### config.mk
export PLATFORM = sky130hd
export DESIGN_NAME = axi_r_buffer
export DESIGN_NICKNAME = d
export VERILOG_FILES = /design/src/rtl/axi_pkg.sv /design/src/rtl/axi_r_buffer.sv
export SDC_FILE = /design/constraint.sdc
export NUM_CORES = 1
export LEC_CHECK = 0
export ABC_AREA = 1
export CORE_ASPECT_RATIO = 1.4
export CORE_MARGIN = 2
export CORE_UTILIZATION = 43
export DETAILED_ROUTE_END_ITERATION = 6
export PLACE_DENSITY = 0.66
export SYNTH_ARGS = -nofsm -noshare
export SYNTH_HDL_FRONTEND = slang
export SYNTH_SLANG_ARGS = --single-unit
### constraint.sdc
create_clock -name clk_i -period 4.05 [get_ports clk_i]
set_clock_uncertainty 0.2 [all_clocks]
set_input_delay 0.405 -clock clk_i [delete_from_list [all_inputs] [get_ports clk_i]]
set_output_delay 0.405 -clock clk_i [all_outputs]
set_load 0.1 [all_outputs]
### src/rtl/axi_pkg.sv
// Shared AXI definitions used across the slice set.
// Only the response encoding is needed by the read-data buffer.
package axi_pkg;

  typedef logic [1:0] resp_t;

  localparam resp_t RESP_OKAY   = 2'b00;
  localparam resp_t RESP_EXOKAY = 2'b01;
  localparam resp_t RESP_SLVERR = 2'b10;
  localparam resp_t RESP_DECERR = 2'b11;

endpackage

### src/rtl/axi_r_buffer.sv
// AXI read-data (R) channel buffer: circular FIFO between the slave-side and
// master-side R ports, with beat and complete-burst occupancy counters.
module axi_r_buffer
  import axi_pkg::*;
#(
  parameter int ID_WIDTH     = 4,
  parameter int DATA_WIDTH   = 32,
  parameter int USER_WIDTH   = 1,
  parameter int BUFFER_DEPTH = 4,
  parameter int CNT_WIDTH    = $clog2(BUFFER_DEPTH) + 1
) (
  input  logic                  clk_i,
  input  logic                  rst_ni,
  input  logic                  test_en_i,
  input  logic                  slave_valid_i,
  input  logic [ID_WIDTH-1:0]   slave_id_i,
  input  logic [DATA_WIDTH-1:0] slave_data_i,
  input  resp_t                 slave_resp_i,
  input  logic [USER_WIDTH-1:0] slave_user_i,
  input  logic                  slave_last_i,
  output logic                  slave_ready_o,
  output logic                  master_valid_o,
  output logic [ID_WIDTH-1:0]   master_id_o,
  output logic [DATA_WIDTH-1:0] master_data_o,
  output resp_t                 master_resp_o,
  output logic [USER_WIDTH-1:0] master_user_o,
  output logic                  master_last_o,
  input  logic                  master_ready_i,
  output logic [CNT_WIDTH-1:0]  count_o,
  output logic [CNT_WIDTH-1:0]  bursts_o
);

  localparam int PTR_W = $clog2(BUFFER_DEPTH);
  localparam logic [CNT_WIDTH-1:0] FULL_CNT = CNT_WIDTH'(BUFFER_DEPTH);

  typedef struct packed {
    logic [ID_WIDTH-1:0]   id;
    resp_t                 resp;
    logic [USER_WIDTH-1:0] user;
    logic [DATA_WIDTH-1:0] data;
    logic                  last;
  } entry_t;

  entry_t               mem_q [BUFFER_DEPTH];
  logic [PTR_W-1:0]     wr_ptr_q;
  logic [PTR_W-1:0]     rd_ptr_q;
  logic [CNT_WIDTH-1:0] count_q;
  logic [CNT_WIDTH-1:0] bursts_q;
  entry_t               wr_entry;
  entry_t               rd_entry;
  logic                 push;
  logic                 pop;
  logic                 push_last;
  logic                 pop_last;

  // Test mode has no functional effect on this buffer.
  logic unused_test_en;
  assign unused_test_en = test_en_i;

  // Handshake: a beat moves on a port in any cycle where valid and ready are
  // both high at the rising edge. Ready/valid here come only from the
  // registered count, so there is no combinational path between the ports.
  assign slave_ready_o  = (count_q != FULL_CNT);
  assign master_valid_o = (count_q != '0);
  assign push           = slave_valid_i & slave_ready_o;
  assign pop            = master_valid_o & master_ready_i;

  assign wr_entry = '{id:   slave_id_i,
                      resp: slave_resp_i,
                      user: slave_user_i,
                      data: slave_data_i,
                      last: slave_last_i};

  assign rd_entry       = mem_q[rd_ptr_q];
  assign master_id_o    = rd_entry.id;
  assign master_resp_o  = rd_entry.resp;
  assign master_user_o  = rd_entry.user;
  assign master_data_o  = rd_entry.data;
  assign master_last_o  = rd_entry.last;

  assign push_last = push & slave_last_i;
  assign pop_last  = pop & master_last_o;

  assign count_o  = count_q;
  assign bursts_o = bursts_q;

  always_ff @(posedge clk_i) begin
    if (!rst_ni) begin
      for (int i = 0; i < BUFFER_DEPTH; i++) begin
        mem_q[i] <= '0;
      end
    end else if (push) begin
      mem_q[wr_ptr_q] <= wr_entry;
    end
  end

  // Pointers wrap on their own since the depth is a power of two.
  always_ff @(posedge clk_i) begin
    if (!rst_ni) begin
      wr_ptr_q <= '0;
      rd_ptr_q <= '0;
    end else begin
      if (push) wr_ptr_q <= wr_ptr_q + PTR_W'(1);
      if (pop)  rd_ptr_q <= rd_ptr_q + PTR_W'(1);
    end
  end

  always_ff @(posedge clk_i) begin
    if (!rst_ni) begin
      count_q  <= '0;
      bursts_q <= '0;
    end else begin
      case ({push, pop})
        2'b10:   count_q <= count_q + CNT_WIDTH'(1);
        2'b01:   count_q <= count_q - CNT_WIDTH'(1);
        default: count_q <= count_q;
      endcase
      case ({push_last, pop_last})
        2'b10:   bursts_q <= bursts_q + CNT_WIDTH'(1);
        2'b01:   bursts_q <= bursts_q - CNT_WIDTH'(1);
        default: bursts_q <= bursts_q;
      endcase
    end
  end

`ifndef SYNTHESIS
  a_no_push_full: assert property (@(posedge clk_i) disable iff (!rst_ni)
    push |-> (count_q != FULL_CNT));
  a_no_pop_empty: assert property (@(posedge clk_i) disable iff (!rst_ni)
    pop |-> (count_q != '0));
  a_count_range: assert property (@(posedge clk_i) disable iff (!rst_ni)
    count_q <= FULL_CNT);
  a_bursts_le_count: assert property (@(posedge clk_i) disable iff (!rst_ni)
    bursts_q <= count_q);
  a_slave_stable: assert property (@(posedge clk_i) disable iff (!rst_ni)
    (slave_valid_i && !slave_ready_o) |=>
      $stable({slave_id_i, slave_resp_i, slave_user_i, slave_data_i, slave_last_i}));
`endif

endmodule

==> metrics.md <==
| Metric | Value |
|---|---|
| Status | `completed` |
| EDFF count, synth | `160` |
| Post-synth top area cell | `edfxtp_1` |
| Cell with the largest stage delay on the worst path | `buf_4` |
| Drt wl/cell | `17.15 um` |
| Netlist cell types | `25` |
| Worst Setup End Kind | `primary output` |
| Critical path type | `reg -> out` |
| H-tree depth | `4` |
| Syn Area/Cell | `10.67 um^2` |
| Initial drt markers | `404` |
| Fin crit period | `around 3.4 ns` |
| Max stage delay on crit path | `0.65 ns` |
| TritonRoute pass-1 iters | `5` |
| Pint | `between 3000 and 4000 uW` |
| I/O pin cnt | `93` |
| Max frequency | `around 300 MHz` |
| Clock tree buffer depth | `2` |
| Reg2Reg Depth | `9` |
| Layout Utilization | `52.73%` |
| HP Class | `reg -> reg` |
| Gate power share | `44.1%` |
| Worst R2R End | `bursts_o[2]` |
| Synth Cell Area | `7866 um^2` |
| Core Footprint | `17920 um^2` |
| Vias in the first global route | `roughly 5500` |
| Most numerous cell in the Yosys netlist | `edfxtp_1` |
| Register area share after synthesis | `between 60% and 70%` |
| Syn Nets | `around 800` |
| Worst-path clk slew | `0.07 ns` |
| First-pass GRT wire length | `28.52 mm` |
| Clock root cell | `clkbuf_16` |
| DRC Markers | `0` |
| Overflow after GRT | `0` |
| Postcts setup bufs | `0` |
| Reg power frac | `32.4%` |
| DIE AREA | `19410 um^2` |
| Die Wd | `about 120 um` |
| Final WL | `18.32 mm` |
| Antenna violation net count after detailed routing | `0` |
| Top cells by count, synth | `160 x edfxtp_1, 130 x nor2_1, 92 x inv_1` |
| Hold_buf cts | `0` |
| Most common cell on crit path | `buf_4` |
| Hold endpoint | `bursts_o[1]` |
| DP Cell Count | `1035` |
| Post_cts resized | `0` |
| Tot GR Track Use | `19.37%` |
| Critical Path Fanout Max | `78` |
| Final worst slack | `0.6734 ns` |
| Most used DFF post-synth | `edfxtp_1` |
| Leakage power | `0.003957 uW` |
| # rows | `58` |
| Vias | `5463` |
| Finished Layout Cells | `1068` |
| # fillers | `1618` |
| Via density | `slightly above 5` |
| Max-Cap Viols | `0` |
| # setup viols final | `0` |
| Clk pwr share | `23.4%` |
| Largest net degree at the start of global routing | `79` |
| Fin crit share | `83.37%` |
| Final Instance Area | `9452 um^2` |
| Hold Vio Cnt, Final | `0` |
| Sw Pwr | `3268 uW` |
| Starting Density | `a little over two fifths` |
| Initial antenna violation count | `1` |
| Syn-to-layout area delta | `20.15%` |
| I/O Buffers | `91` |
| Clk_lat worst skew | `0.43 ns` |
| Synth top area share | `61.08%` |
| Final nets | `between 800 and 900` |
| Gpl congestion | `0.7231` |
| Slew HR | `between 20 and 30%` |
| CTS tree | `yes` |
| Total CTS buffers | `17` |
| Min-Delay Startpoint | `bursts_o[1]` |
| Slew Viols, Final | `0` |
| Post-DP Area | `8861 um^2` |
| Crit-path cells | `inv_2 -> buf_4 -> o21ai_0 -> o22ai_1 -> buf_4` |
| DPL Wire Length | `a little over 10 mm` |
| FF+latch count, synth | `172` |
| Dpl ws | `0.9403 ns` |
| Dominant cells by area after synthesis | `edfxtp_1 61%, nor2_1 6.2%, o21ai_0 5.5%, inv_1 4.4%, nor2_2 3.3%` |
| CP Launch Type | `flop` |
| Post-Synthesis Cells | `737` |
| Setup TNS | `0 ns` |
| Worst Path Required | `3.44 ns` |
| Worst-margin pin slew | `1.081 ns` |
| R2r setup slk | `between 1 and 1.5 ns` |
| Power per cell area | `733.2 nW/um^2` |
| Worst Path Arrival | `2.77 ns` |
| Die height | `~160 um` |
| Peak supply drop | `between 700 and 800 uV` |
| Post-synth ARST share | `0%` |
| Clk sink count | `172` |
| Share of cells above drive strength 1 | `19.59%` |
| Unrepaired setup endpoints after global routing | `false` |
| Hold path depth | `2` |
| Synth Warn # | `0` |
| Switching Fraction | `47.16%` |
==> metrics by stage <==
| stage | total power [uW] | hold slack, ns |
|---|---|---|
| after global placement | 5347 | 0.2785 |
| after CTS | 6959 | 0.3052 |
| after floorplan | 4673 | 0.2681 |
| after detailed placement | 5366 | 0.2874 |
| final | 6930 | 0.2935 |
| after global routing | 7184 | 0.3379 |
==> routing by layer <==
metal / share of wire [%] / up-vias / GRT usage (%)
li1: - / 2635 / -
met1: 40 / 2661 / 22.62
met2: 54 / 144 / 35.29
met3: 4.8 / 23 / 4.410
met4: 1.6 / 0 / 6.134
met5: 0 / - / 0
==> worst max path at each step <==
| stage | startpoint | end |
|---|---|---|
| after global placement | rst_ni | mem_q[0][25] |
| final | flop | master_data_o[8] |
| after global routing | flop | master_data_o[8] |
| after floorplan | count_o[0] | mem_q[0][0] |
| after CTS | flop | master_data_o[8] |
| after detailed placement | rst_ni | mem_q[0][25] |
==> power by group through the flow <==
stage          clock (uW)  combinational (uW)  sequential [uW]
2_1_floorplan           0                2280             2390
3_3_place_gp            0                3060             2280
3_5_place_dp            0                3080             2290
4_1_cts              1630                3080             2250
5_1_grt              1700                3210             2280
6_report             1620                3060             2250
==> logic make-up after synthesis <==
| group | Yosys count | share of synthesized area (%) |
|---|---|---|
| XOR/XNOR | 1 | 0.1114 |
| buffers and inverters | 144 | 8.001 |
| AO/OA/AOI/OAI | 133 | 9.082 |
| flip-flops | 172 | 64.13 |
| adder cells (fa/ha/maj) | 4 | 0.8271 |
| AND/OR/NAND/NOR | 283 | 17.85 |
==> area by class of cell <==
type                    instances  area (um^2)  share of cell area (%)
flip-flops and latches        172         5049                   53.42
multi-input cells             421         2220                   23.48
repair buffers                105        928.4                   9.823
clock buffers                  19        432.9                   4.580
inverters                      97        364.1                   3.852
well taps                     240        300.3                   3.177
clock inverters                13        155.1                   1.642
diodes                          1        2.502                 0.02648
==> registers in the layout (all words and copies together) (netlist names), named ones only <==
register and count:
bursts_o 3, rd_ptr_q 2, wr_ptr_q 2, count_o 3, mem_q 160
==> placed cells by master, fill, tap and decap left out <==
cell	instances
dfxtp_1	9
fa_1	2
nand2_4	21
buf_12	1
nand2_2	3
edfxtp_1	160
clkinv_4	5
o22ai_1	39
buf_4	53
o21ai_0	84
clkdlybuf4s50_1	51
nand2_1	39
inv_6	5
a21oi_1	8
ha_1	2
o21ai_4	2
clkbuf_1	2
clkinvlp_4	1
inv_1	91
inv_2	6
bufinv_16	2
nor3_1	40
clkbuf_16	17
dfxtp_2	3
diode_2	1
nor2_1	130
nand4_1	1
nand3_1	6
nor2_8	1
xor2_1	1
nor2_2	42
==> worst max-delay path: cells and delay by family, from the launching register on <==
kind                   cells  cell delay, ns
flip-flops                 1            0.57
AO/OA/AOI/OAI              2            0.56
buffers and inverters      3            1.17
No activity file was read; power rests on OpenSTA's default activity.
